$ cat config.mk
export PLATFORM = sky130hd
export DESIGN_NAME = wb_pipe_buf_flat
export DESIGN_NICKNAME = d
export VERILOG_FILES = /design/src/rtl/wb_pipe_buf_if.sv /design/src/rtl/wb_pipe_buf.sv /design/src/flat_wrapper.sv
export SDC_FILE = /design/constraint.sdc
export NUM_CORES = 1
export LEC_CHECK = 0
export BUFFER_PORTS_ARGS = -buffer_cell sky130_fd_sc_hd__buf_2
export CORE_UTILIZATION = 56
export CTS_BUF_LIST = sky130_fd_sc_hd__clkbuf_4
export DETAILED_ROUTE_END_ITERATION = 16
export PLACE_DENSITY = 0.83
export SLEW_MARGIN = 20
export SYNTH_ARGS = -nofsm -noshare
export SYNTH_HDL_FRONTEND = slang
export SYNTH_SLANG_ARGS = --single-unit
$ cat constraint.sdc
create_clock -name clk -period 8.9 [get_ports clk]
set_clock_uncertainty 0.2 [all_clocks]
set_input_delay 0.445 -clock clk [delete_from_list [all_inputs] [get_ports clk]]
set_output_delay 0.445 -clock clk [all_outputs]
set_load 0.01 [all_outputs]
$ cat src/rtl/wb_pipe_buf_if.sv
// MEM->WB buffer bus: enqueue side, head/dequeue side, flush and forwarding lookup.
interface wb_pipe_buf_if #(
  parameter int ADDR_W = 5,
  parameter int DATA_W = 32,
  parameter int DEPTH  = 2
);
  localparam int CNT_W = $clog2(DEPTH + 1);

  logic              flush;
  logic              in_valid;
  logic              in_ready;
  logic [ADDR_W-1:0] in_wd;
  logic              in_wreg;
  logic [DATA_W-1:0] in_wdata;
  logic [DATA_W-1:0] in_hi;
  logic [DATA_W-1:0] in_lo;
  logic              in_whilo;
  logic              in_llbit_we;
  logic              in_llbit_value;

  logic              out_valid;
  logic              out_ready;
  logic [ADDR_W-1:0] out_wd;
  logic              out_wreg;
  logic [DATA_W-1:0] out_wdata;
  logic [DATA_W-1:0] out_hi;
  logic [DATA_W-1:0] out_lo;
  logic              out_whilo;
  logic              out_llbit_we;
  logic              out_llbit_value;

  logic [CNT_W-1:0]  count;
  logic [ADDR_W-1:0] fwd_raddr;
  logic              fwd_hit;
  logic [DATA_W-1:0] fwd_data;

  // Buffer side
  modport slave (
    input  flush, in_valid, in_wd, in_wreg, in_wdata, in_hi, in_lo, in_whilo,
           in_llbit_we, in_llbit_value, out_ready, fwd_raddr,
    output in_ready, out_valid, out_wd, out_wreg, out_wdata, out_hi, out_lo,
           out_whilo, out_llbit_we, out_llbit_value, count, fwd_hit, fwd_data
  );

  // Pipeline / environment side
  modport master (
    output flush, in_valid, in_wd, in_wreg, in_wdata, in_hi, in_lo, in_whilo,
           in_llbit_we, in_llbit_value, out_ready, fwd_raddr,
    input  in_ready, out_valid, out_wd, out_wreg, out_wdata, out_hi, out_lo,
           out_whilo, out_llbit_we, out_llbit_value, count, fwd_hit, fwd_data
  );
endinterface

$ cat src/rtl/wb_pipe_buf.sv
// MEM/WB decoupling FIFO: in-order DEPTH-entry buffer with valid/ready, flush,
// bubble output on empty and youngest-first forwarding lookup for decode.
module wb_pipe_buf #(
  parameter int ADDR_W  = 5,
  parameter int DATA_W  = 32,
  parameter int DEPTH   = 2,
  parameter int HILO_EN = 1
) (
  input  logic          clk,
  input  logic          rst,
  wb_pipe_buf_if.slave  bus
);
  localparam int PTR_W = $clog2(DEPTH);
  localparam int CNT_W = $clog2(DEPTH + 1);

  typedef struct packed {
    logic [ADDR_W-1:0] wd;
    logic              wreg;
    logic [DATA_W-1:0] wdata;
    logic [DATA_W-1:0] hi;
    logic [DATA_W-1:0] lo;
    logic              whilo;
    logic              llbit_we;
    logic              llbit_value;
  } entry_t;

  entry_t [DEPTH-1:0] mem_q;
  logic   [DEPTH-1:0] vld_q, vld_d;
  logic   [PTR_W-1:0] wr_ptr_q, wr_ptr_d, rd_ptr_q, rd_ptr_d;
  logic   [CNT_W-1:0] count_q, count_d;

  logic   in_ready, out_valid, push, pop;
  entry_t in_ent, head;

  assign in_ready  = (count_q != CNT_W'(DEPTH));
  assign out_valid = (count_q != '0);
  assign push      = bus.in_valid & in_ready;
  assign pop       = out_valid & bus.out_ready;

  // r0 writes are dropped at entry; HI/LO fields vanish when not configured
  always_comb begin
    in_ent             = '0;
    in_ent.wd          = bus.in_wd;
    in_ent.wreg        = bus.in_wreg & (bus.in_wd != '0);
    in_ent.wdata       = bus.in_wdata;
    in_ent.hi          = (HILO_EN != 0) ? bus.in_hi    : '0;
    in_ent.lo          = (HILO_EN != 0) ? bus.in_lo    : '0;
    in_ent.whilo       = (HILO_EN != 0) ? bus.in_whilo : 1'b0;
    in_ent.llbit_we    = bus.in_llbit_we;
    in_ent.llbit_value = bus.in_llbit_value;
  end

  always_comb begin
    wr_ptr_d = wr_ptr_q;
    rd_ptr_d = rd_ptr_q;
    count_d  = count_q;
    vld_d    = vld_q;
    if (bus.flush) begin
      wr_ptr_d = '0;
      rd_ptr_d = '0;
      count_d  = '0;
      vld_d    = '0;
    end else begin
      if (pop) begin
        rd_ptr_d        = rd_ptr_q + PTR_W'(1);
        vld_d[rd_ptr_q] = 1'b0;
      end
      if (push) begin
        wr_ptr_d        = wr_ptr_q + PTR_W'(1);
        vld_d[wr_ptr_q] = 1'b1;
      end
      case ({push, pop})
        2'b10:   count_d = count_q + CNT_W'(1);
        2'b01:   count_d = count_q - CNT_W'(1);
        default: count_d = count_q;
      endcase
    end
  end

  always_ff @(posedge clk or posedge rst) begin
    if (rst) begin
      wr_ptr_q <= '0;
      rd_ptr_q <= '0;
      count_q  <= '0;
      vld_q    <= '0;
      mem_q    <= '0;
    end else begin
      wr_ptr_q <= wr_ptr_d;
      rd_ptr_q <= rd_ptr_d;
      count_q  <= count_d;
      vld_q    <= vld_d;
      if (push && !bus.flush) mem_q[wr_ptr_q] <= in_ent;
    end
  end

  // Head is gated to an all-zero bubble while empty
  assign head = out_valid ? mem_q[rd_ptr_q] : '0;

  assign bus.in_ready        = in_ready;
  assign bus.out_valid       = out_valid;
  assign bus.out_wd          = head.wd;
  assign bus.out_wreg        = head.wreg;
  assign bus.out_wdata       = head.wdata;
  assign bus.out_hi          = head.hi;
  assign bus.out_lo          = head.lo;
  assign bus.out_whilo       = head.whilo;
  assign bus.out_llbit_we    = head.llbit_we;
  assign bus.out_llbit_value = head.llbit_value;
  assign bus.count           = count_q;

  // Walk oldest to youngest so the last match (youngest) wins
  logic              fwd_hit;
  logic [DATA_W-1:0] fwd_data;
  logic [PTR_W-1:0]  fwd_idx;

  always_comb begin
    fwd_hit  = 1'b0;
    fwd_data = '0;
    fwd_idx  = '0;
    for (int i = 0; i < DEPTH; i++) begin
      fwd_idx = rd_ptr_q + PTR_W'(i);
      if (vld_q[fwd_idx] && mem_q[fwd_idx].wreg && (bus.fwd_raddr != '0) &&
          (mem_q[fwd_idx].wd == bus.fwd_raddr)) begin
        fwd_hit  = 1'b1;
        fwd_data = mem_q[fwd_idx].wdata;
      end
    end
  end

  assign bus.fwd_hit  = fwd_hit;
  assign bus.fwd_data = fwd_data;
endmodule
$ cat src/flat_wrapper.sv
// flat-port wrapper written by rule: the top's interface ports become plain ports
module wb_pipe_buf_flat 
#(
  parameter int ADDR_W  = 5,
  parameter int DATA_W  = 32,
  parameter int DEPTH   = 2,
  parameter int HILO_EN = 1
)
  (clk, rst, bus_flush, bus_in_valid, bus_in_wd, bus_in_wreg, bus_in_wdata, bus_in_hi, bus_in_lo, bus_in_whilo, bus_in_llbit_we, bus_in_llbit_value, bus_out_ready, bus_fwd_raddr, bus_in_ready, bus_out_valid, bus_out_wd, bus_out_wreg, bus_out_wdata, bus_out_hi, bus_out_lo, bus_out_whilo, bus_out_llbit_we, bus_out_llbit_value, bus_count, bus_fwd_hit, bus_fwd_data);
  wb_pipe_buf_if #(.ADDR_W(ADDR_W), .DATA_W(DATA_W), .DEPTH(DEPTH)) bus_i ();
  input  logic clk;
  input  logic rst;
  input wire logic [$bits(bus_i.flush)-1:0] bus_flush;
  input wire logic [$bits(bus_i.in_valid)-1:0] bus_in_valid;
  input wire logic [$bits(bus_i.in_wd)-1:0] bus_in_wd;
  input wire logic [$bits(bus_i.in_wreg)-1:0] bus_in_wreg;
  input wire logic [$bits(bus_i.in_wdata)-1:0] bus_in_wdata;
  input wire logic [$bits(bus_i.in_hi)-1:0] bus_in_hi;
  input wire logic [$bits(bus_i.in_lo)-1:0] bus_in_lo;
  input wire logic [$bits(bus_i.in_whilo)-1:0] bus_in_whilo;
  input wire logic [$bits(bus_i.in_llbit_we)-1:0] bus_in_llbit_we;
  input wire logic [$bits(bus_i.in_llbit_value)-1:0] bus_in_llbit_value;
  input wire logic [$bits(bus_i.out_ready)-1:0] bus_out_ready;
  input wire logic [$bits(bus_i.fwd_raddr)-1:0] bus_fwd_raddr;
  output wire logic [$bits(bus_i.in_ready)-1:0] bus_in_ready;
  output wire logic [$bits(bus_i.out_valid)-1:0] bus_out_valid;
  output wire logic [$bits(bus_i.out_wd)-1:0] bus_out_wd;
  output wire logic [$bits(bus_i.out_wreg)-1:0] bus_out_wreg;
  output wire logic [$bits(bus_i.out_wdata)-1:0] bus_out_wdata;
  output wire logic [$bits(bus_i.out_hi)-1:0] bus_out_hi;
  output wire logic [$bits(bus_i.out_lo)-1:0] bus_out_lo;
  output wire logic [$bits(bus_i.out_whilo)-1:0] bus_out_whilo;
  output wire logic [$bits(bus_i.out_llbit_we)-1:0] bus_out_llbit_we;
  output wire logic [$bits(bus_i.out_llbit_value)-1:0] bus_out_llbit_value;
  output wire logic [$bits(bus_i.count)-1:0] bus_count;
  output wire logic [$bits(bus_i.fwd_hit)-1:0] bus_fwd_hit;
  output wire logic [$bits(bus_i.fwd_data)-1:0] bus_fwd_data;
  assign bus_i.flush = bus_flush;
  assign bus_i.in_valid = bus_in_valid;
  assign bus_i.in_wd = bus_in_wd;
  assign bus_i.in_wreg = bus_in_wreg;
  assign bus_i.in_wdata = bus_in_wdata;
  assign bus_i.in_hi = bus_in_hi;
  assign bus_i.in_lo = bus_in_lo;
  assign bus_i.in_whilo = bus_in_whilo;
  assign bus_i.in_llbit_we = bus_in_llbit_we;
  assign bus_i.in_llbit_value = bus_in_llbit_value;
  assign bus_i.out_ready = bus_out_ready;
  assign bus_i.fwd_raddr = bus_fwd_raddr;
  assign bus_in_ready = bus_i.in_ready;
  assign bus_out_valid = bus_i.out_valid;
  assign bus_out_wd = bus_i.out_wd;
  assign bus_out_wreg = bus_i.out_wreg;
  assign bus_out_wdata = bus_i.out_wdata;
  assign bus_out_hi = bus_i.out_hi;
  assign bus_out_lo = bus_i.out_lo;
  assign bus_out_whilo = bus_i.out_whilo;
  assign bus_out_llbit_we = bus_i.out_llbit_we;
  assign bus_out_llbit_value = bus_i.out_llbit_value;
  assign bus_count = bus_i.count;
  assign bus_fwd_hit = bus_i.fwd_hit;
  assign bus_fwd_data = bus_i.fwd_data;
  wb_pipe_buf #(.ADDR_W(ADDR_W), .DATA_W(DATA_W), .DEPTH(DEPTH), .HILO_EN(HILO_EN)) u_core (.clk(clk), .rst(rst), .bus(bus_i));
endmodule
## After elaboration in Yosys (flattened, before gate mapping)

Cells that the tools add are included.

- Add/subtract/negate cells: 4
- Order comparisons: 5
- Equality and inequality tests: 5
- Mux-type cells: 30
- Bitwise gates (word level): 6
- Reductions and logical operators: 16

Operators with widths:

| operator | number |
|---|---|
| two-way mux 105 bit | 6 |
| bitwise mux 210 bit | 1 |
| demux 105 bit (select 1 bit) | 1 |
| two-way mux 32 bit | 2 |
| two-way mux 1 bit | 12 |
| equality test 5 bit | 2 |
| two-way mux 2 bit | 5 |
| nonzero test 5 bit | 2 |
| logical AND 1 bit | 9 |
| < comparator 1 x 2 -> 1 bit, second input constant | 3 |
| nonzero test 2 bit | 3 |
| case mux 2 bit (2 select lines) | 1 |
| AND 1 bit | 3 |
| nonzero test 3 bit | 1 |
| adder 1 bit, second input constant | 2 |
| adder 2 x 1 -> 2 bit, second input constant | 1 |
| AND 2 bit | 1 |
| demux 1 bit (select 1 bit) | 2 |
| equality test 2 x 1 -> 1 bit, second input constant | 1 |
| equality test 2 bit, second input constant | 1 |
| greater-or-equal comparator 1 bit, second input constant | 2 |
| inequality test 2 bit, second input constant | 1 |
| inverter 2 bit | 1 |
| bitwise OR 2 bit | 1 |
| 2 further kinds | 2 |

- Flip-flop bits (word level): 216
- Output and inout bits: 142
- Logic and storage cells: 86

## Longest topological paths before layout

Gate-level depths: netlist of the first run.

- Depth in word-level cells: 11
- Gate-level depth with buffers: 8
- Depth with buffers taken out: 5

## Least setup slack after synthesis of the first run

No wires, ideal clock.

- Path kind: reg2out
- Start: register u_core.rd_ptr_q
- End: output port bus_fwd_data[15]
- Arrival time: 1.845 ns
- Data required time: 8.255 ns
- Setup slack: 6.410 ns
- Cell stages (with the launch flop): 9
- Path buffers: 3
- Cells stage by stage: dfrtp_1 -> buf_6 -> buf_8 -> nand3b_1 -> a22o_1 -> nor3_2 -> clkbuf_1 -> nand3b_1 -> mux2i_1

- Word-level cells in the longest chain between the ends: 7
- Elaborated cells between the ends (all ways): 19
- Classes of those cells: add/sub: 1; eq/ne: 2; mux: 10; reduce/logical: 6

Ends and longest elaborated chain:

| element | line | text |
|---|---|---|
| start: declaration | wb_pipe_buf.sv:29 | `logic [PTR_W-1:0] wr_ptr_q, wr_ptr_d, rd_ptr_q, rd_ptr_d;` |
| start signal: assignment | wb_pipe_buf.sv:89 | `rd_ptr_q <= rd_ptr_d;` |
| parallel branches: the longest is 6 deep, another holds adder 1 bit | n/a |  |
| two-way mux 32 bit * | wb_pipe_buf.sv:122 | `if (vld_q[fwd_idx] && mem_q[fwd_idx].wreg && (bus.fwd_raddr != '0) &&` |
| end: declaration | flat_wrapper.sv:37 | `output wire logic [$bits(bus_i.fwd_data)-1:0] bus_fwd_data;` |

Every way passes the cells marked *. The select of a mux whose other input is x is not followed.

## Worst setup path in the final report of the first run

Same ends and word-level chain as after synthesis.

==> results of run 1 <==
-- power groups by stage --
| stage | Clock, W | Combinational, W | Sequential [W] |
|---|---|---|---|
| after floorplan | 0 | 0.000543 | 0.00137 |
| after global placement | 0 | 0.000702 | 0.00141 |
| after detailed placement | 0 | 0.000726 | 0.00143 |
| after CTS | 0.000819 | 0.000769 | 0.00141 |
| after global routing | 0.000878 | 0.000857 | 0.00145 |
| final | 0.000805 | 0.000780 | 0.00142 |
-- path summary, 6_finish.rpt --
path	startpoint	to	slack (ps)	cells past startpoint
min reg2reg	u_core.mem_q[44]	u_core.mem_q[44]	270	2
max reg2reg	u_core.bus.count[1]	u_core.rd_ptr_q	5560	7
max	u_core.rd_ptr_q	bus_fwd_data[15]	4110	8
min	rst	u_core.mem_q[183]	240	3
max in group asynchronous	rst	u_core.mem_q[55]	6860	4
min in group clk	u_core.mem_q[44]	u_core.mem_q[44]	270	2
-- synth_stat cells --
master / number
buf_8: 1
buf_2: 30
xor2_1: 3
buf_1: 4
nand4b_1: 3
a211oi_1: 1
nor2_1: 113
nand2b_1: 2
nor2b_1: 1
a22o_1: 1
nand3_2: 1
nor3_1: 2
nand3_1: 3
nor3_2: 1
dfrtp_1: 216
nor3b_2: 1
nor4_1: 11
or4_1: 1
nand2_1: 336
nand3b_1: 21
nor4_2: 1
clkbuf_1: 34
or3_1: 1
xnor2_1: 9
a22oi_1: 1
o21ai_0: 5
mux2_2: 104
mux2i_1: 174
a21oi_1: 3
inv_1: 3
buf_6: 6
-- worst register-to-register path: cells and delay by family, from the launching register on --
| kind | cells | cell delay [ps] |
|---|---|---|
| xor gates and xnor gates | 1 | 150 |
| buffers and inverters | 3 | 1600 |
| DFF | 1 | 470 |
| and+or+nand+nor | 3 | 810 |
-- state kept, by name, indices dropped and copies added (netlist names) --
register,flops
u_core.mem_q,210
u_core.vld_q,2
u_core.wr_ptr_q,1
u_core.bus.count,2
u_core.rd_ptr_q,1
-- logic make-up (layout without fill, tap and decap cells) --
group	count (synthesis)	in the layout	share of synthesized area, %
and+or+nand+nor	498	498	18.7
muxes	278	278	26.7
DFF	216	216	49.5
buffers and inverters	78	472	3.54
xor gates and xnor gates	12	12	0.963
AOI/OAI and AO/OA	11	11	0.585
other	0	4	0
-- layout make-up --
type                    count  area [um2]  area share (%)
flip-flops and latches    216        5410            38.5
multi-input cells         799        5150            36.6
repair buffers            382        2510            17.8
well taps                 260         325            2.31
clock inverters             4        15.0           0.107
diodes                      4        10.0          0.0712
inverters                   3        23.8           0.169
clock buffers              83         623            4.43
-- through the flow --
stage	setup WS [ps]	cells	util, %	total power [W]	hold WS, ps
6_report	4110	1751	74.4	0.00301	240
5_1_grt	3810	1749	74.4	0.00318	285
4_1_cts	4050	1747	74.3	0.00300	276
3_5_place_dp	4790	1548	65.0	0.00215	261
3_3_place_gp	4860	1548	65.0	0.00211	257
2_1_floorplan	2350	1093	-	0.00191	245
-- layer usage --
| metal | vias up | wire (um) |
|---|---|---|
| met5 | - | 13 |
| met4 | 2 | 1030 |
| met3 | 90 | 2340 |
| met2 | 383 | 15200 |
| met1 | 4647 | 12100 |
| li1 | 4367 | - |
==> results by group, run 1 <==
Outcome
  – Run status: completed

Global route
  – All-Layer GR Usage: 31.2%
  – Met2 usage: between 50% and 60%
  – Wire length of the first global-routing pass: a little under 50 mm
  – Routing usage on met1: about 37%
  – Total gr overflow: 0
  – Most Crowded Layer GR: met2
  – Met3 usage: under 10%
  – Vias in the first global route: 9898
  – Antenna violations before repair: 4
  – Largest net degree at the start of global routing: roughly 150

Clock network
  – CTS resizes: 0
  – Sinks on Clock Net: between 200 and 250
  – Clock transition at path regs: 70 ps
  – Max Root-Sink Buffers: 3
  – Clock Latency Late Sink: 630 ps
  – H-tree depth: 2
  – Postcts setup bufs: 0
  – CTS Buf Count: 55
  – Root Buffer: clkbuf_4
  – Hold_buf cts: 112
  – CTS tree: built

STA
  – RSZ-0062 raised after global routing: false
  – Pins Over Slew Limit: 0
  – Final setup fails: 0
  – Final hold viol count: 0
  – Rel. slew slack: roughly 30%
  – Tightest Pin Transition: roughly 1100 ps
  – Crit share post-route: 53.8%
  – Fmax: around 210 MHz
  – Final min period: approximately 4800 ps
  – Final setup TNS: 0 ps

Finish
  – # nets final: between 1500 and 2000
  – Final instance area: about 14000 um2
  – Fraction of layout instances using a drive strength above 1: between 30% and 40%
  – Synth-to-layout area growth: 28.8%
  – # fillers: 1273
  – Most common cell after layout, fill and taps aside: nand2_1
  – Commonest cells after routing, fill and taps aside: nand2_1 (336), buf_2 (256), dfrtp_1 (215), mux2i_1 (174)

Power and ir drop
  – NetSw: roughly 0.00096 W
  – Worst VDD drop: around 0.15 mV
  – Gate power share: a little over a quarter
  – Pint: just over 0.002 W
  – Clock group share of total power: a little over a quarter
  – Power per Cell Area: between 200 and 250 nW/um2
  – Static Leak: 7.16 nW
  – Sw Ratio: between 30% and 40%
  – Sequential Power Share: between 40% and 50%

Drt
  – Routed len/inst: 17.5 um
  – WL final: 30.6 mm
  – Initial drt markers: about 480
  – Initial DRT Pass Iterations: 5
  – Via-to-Cell Ratio: 5.42
  – DRT antenna net count: 0
  – Via count: 9489
  – DRC: 0

Worst setup path
  – Crit start category: flip-flop
  – Bufs and invs on worst path: 3
  – Slowest CP cell: dfrtp_4
  – Family with the most delay on the worst path: buffers and inverters
  – Worst Path Required: 8260 ps
  – Crit-path cells: buf_4, mux2i_1, xor2_1, nor3b_4, buf_4, nand3b_1, mux2i_1, buf_2
  – CP arrival: 4140 ps
  – Crit Path Class: flip-flop to output pin
  – CP Max Fanout: between 60 and 70
  – Crit end category: output pin
  – Crit path largest cell delay: 1070 ps

Logic synthesis
  – Syn. warnings: 0
  – Library cells used by synthesis: 31
  – Largest cells by area after synthesis: dfrtp_1 (50%), mux2i_1 (16%), nand2_1 (12%), mux2_2 (11%), nor2_1 (3.9%)
  – Post-synth top area cell: dfrtp_1
  – Synth Area per Inst: roughly 10 um2
  – Sequential area share after synthesis: between 40% and 50%
  – Syn Nets: around 1200
  – Mapped cell area: between 10000 and 15000 um2
  – Top cell type's share of synthesized area: 49.5%
  – Mapped Cells: 1093
  – Yosys reg bits: 216

Place
  – HPWL after DPL: between 15 and 20 mm
  – IO buf count: ~260
  – Placer Congestion: 0.802
  – Placement Cell Area: between 10000 and 15000 um2

Floorplan
  – Row cnt: 50
  – Die Footprint: between 20000 and 25000 um2
  – IO Pins: ~260
  – Die width: between 100 and 150 um
  – Die height: 142 um
  – Initial Util: 57.8%
  – CORE AREA: between 15000 and 20000 um2

Job
  – Maxcap violations: 0

Min path
  – Worst Hold Class: input port to asynchronous set/reset pin
Note: power is estimated with default switching activity, not from simulation.
==> run 2, diff against run 1 <==
clock period = 4.8 ns   (was 8.9 ns; I/O delays follow)
==> results by group, run 2 (synthesis gave the netlist of run 1 again) <==
Outcome
  – Run status: completed

Drt
  – Via count: between 9000 and 10000
  – Initial drt markers: between 400 and 500
  – Routed len/inst: approximately 17 um
  – Via-to-Cell Ratio: 5.39
  – WL met3: approximately 2.3 mm
  – Initial DRT Pass Iterations: 4
  – DRT antenna net count: 0
  – WL met2: about 15 mm
  – DR top layer: met4
  – Metal-1 WL: between 10 and 15 mm
  – WL final: roughly 31 mm
  – DRC: 0

Clock network
  – Sinks on Clock Net: around 220
  – Clock Latency Late Sink: 640 ps
  – Clock transition at path regs: 70 ps
  – Max Root-Sink Buffers: 3
  – H-tree depth: 2
  – Postcts setup bufs: 0
  – Root Buffer: clkbuf_4
  – CTS Buf Count: 58
  – CTS tree: built

Worst setup path
  – Crit end category: output pin
  – Worst Path Required: around 4400 ps
  – Crit start category: flip-flop
  – R2r endpoint: u_core.rd_ptr_q
  – Crit path to: bus_fwd_data[25]
  – R2R Setup Slk: between 2000 and 2500 ps
  – Cells on worst reg2reg path: 4
  – CP arrival: roughly 3700 ps
  – Setup crit start: u_core.rd_ptr_q
  – CP Max Fanout: 38
  – Crit Path Class: flip-flop to output pin
  – RR Startpoint: u_core.rd_ptr_q

Place
  – Placer Congestion: ~0.85
  – Placed cell count: roughly 1600
  – HPWL after DPL: between 15 and 20 mm
  – IO buf count: between 200 and 300

Finish
  – Commonest cells after routing, fill and taps aside: nand2_1 (336), buf_2 (256), dfrtp_1 (215), mux2i_1 (174), dlygate4sd3_1 (113)
  – Fraction of layout instances using a drive strength above 1: a little under a third
  – # fillers: roughly 1300
  – Sequential Area: around 5400 um2
  – Largest register FFs: 210
  – Largest reg by FF count: u_core.mem_q
  – Util after Layout: between 70 and 80%
  – Synth-to-layout area growth: 30.6%
  – Non-filler instance count after layout: 1771
  – # nets final: approximately 1600
  – Area of the multi-input gates: roughly 5100 um2
  – Most common cell after layout, fill and taps aside: nand2_1

Floorplan
  – Die Footprint: roughly 20000 um2
  – Die height: roughly 140 um
  – Die width: about 140 um
  – Row cnt: 50
  – Initial Util: slightly below 60%
  – CORE AREA: 18900 um2
  – IO Pins: roughly 260

STA
  – Final min period: between 4000 and 5000 ps
  – Final hold viol count: 0
  – Fmax: between 200 and 250 MHz
  – Crit share post-route: 86.7%
  – RSZ-0062 raised after global routing: false
  – Rel. slew slack: between 30% and 40%
  – Tightest Pin Transition: 1030 ps
  – Final setup TNS: 0 ps
  – Pins Over Slew Limit: 0
  – Final setup fails: 0

Global route
  – Antenna violations before repair: 3
  – Total gr overflow: 0
  – Wire length of the first global-routing pass: between 40 and 50 mm
  – Largest net degree at the start of global routing: 128
  – Vias in the first global route: ~10000
  – All-Layer GR Usage: a little under a third

Min path
  – Worst Hold Class: input port to flip-flop

Power and ir drop
  – Worst VDD drop: ~0.29 mV
  – Static Leak: slightly above 7 nW
  – Power per Cell Area: 408 nW/um2
  – Overall power: 0.00582 W

Job
  – Maxcap violations: 0
## run 2: cell types whose count changed in the layout (fill, tap and decap cells not counted)
cell           before  now
clkbuf_4           83   94
clkinv_1            3    7
buf_4              14   16
bufinv_16           0    2
buf_12              0    1
clkinv_8            1    0
clkinvlp_4          0    1
dlygate4sd3_1     112  113
inv_2               1    0
## run 2: what timing repair did
item,CTS,global route
resized for setup,0,0
hold buffers,113,0
endpoints found under the hold margin,241,0
## run 2: area by class of cell
type	count	area share [%]
multi-input combinational	799	36.1
timing repair buffer	386	17.9
tap	260	2.28
antenna	4	0.0702
clock buffer	94	4.95
inverter	3	0.105
sequential	216	38.0
clock inverter	9	0.606
## run 2: worst min-delay path by stage
stage,startpoint,to,slack (ps),cells past startpoint
2_1_floorplan,bus_in_llbit_value,u_core.mem_q[0],150,2
3_3_place_gp,rst,u_core.mem_q[76],150,2
3_5_place_dp,rst,u_core.mem_q[181],150,2
4_1_cts,bus_in_lo[6],u_core.mem_q[9],70,4
5_1_grt,bus_in_lo[30],u_core.mem_q[33],90,4
6_report,bus_in_hi[16],u_core.mem_q[51],100,4
## run 2: metrics by stage
stage               hold WS, ps  setup slack [ps]  area (um2)
floorplan                   145              1550       10900
global placement            154              1480       12300
detailed placement          147              1310       12300
CTS                        71.2               586       14200
global route               86.9               449       14200
finish                      103               639       14200
## run 2: layer usage
layer	GRT usage, %	vias to the layer above
li1	-	4395
met1	36.4	4681
met2	53.5	392
met3	8.20	74
met4	12.6	0
met5	0	-
## run 2: critical path, stage by stage (launching register included)
cell,delay [ps]
dfrtp_4,810
mux2i_1,280
xnor2_1,110
nor4_2,320
nand3_2,680
buf_4,490
mux2i_1,200
buf_2,170
## run 2: power by group
part	total [W]	switching, W	leakage [nW]	internal (W)
combinational	0.00147	0.000755	4.14	0.000712
sequential	0.00263	0.000321	2.64	0.00230
clock	0.00173	0.000745	0.472	0.000982
total	0.00582	0.00182	7.26	0.00400
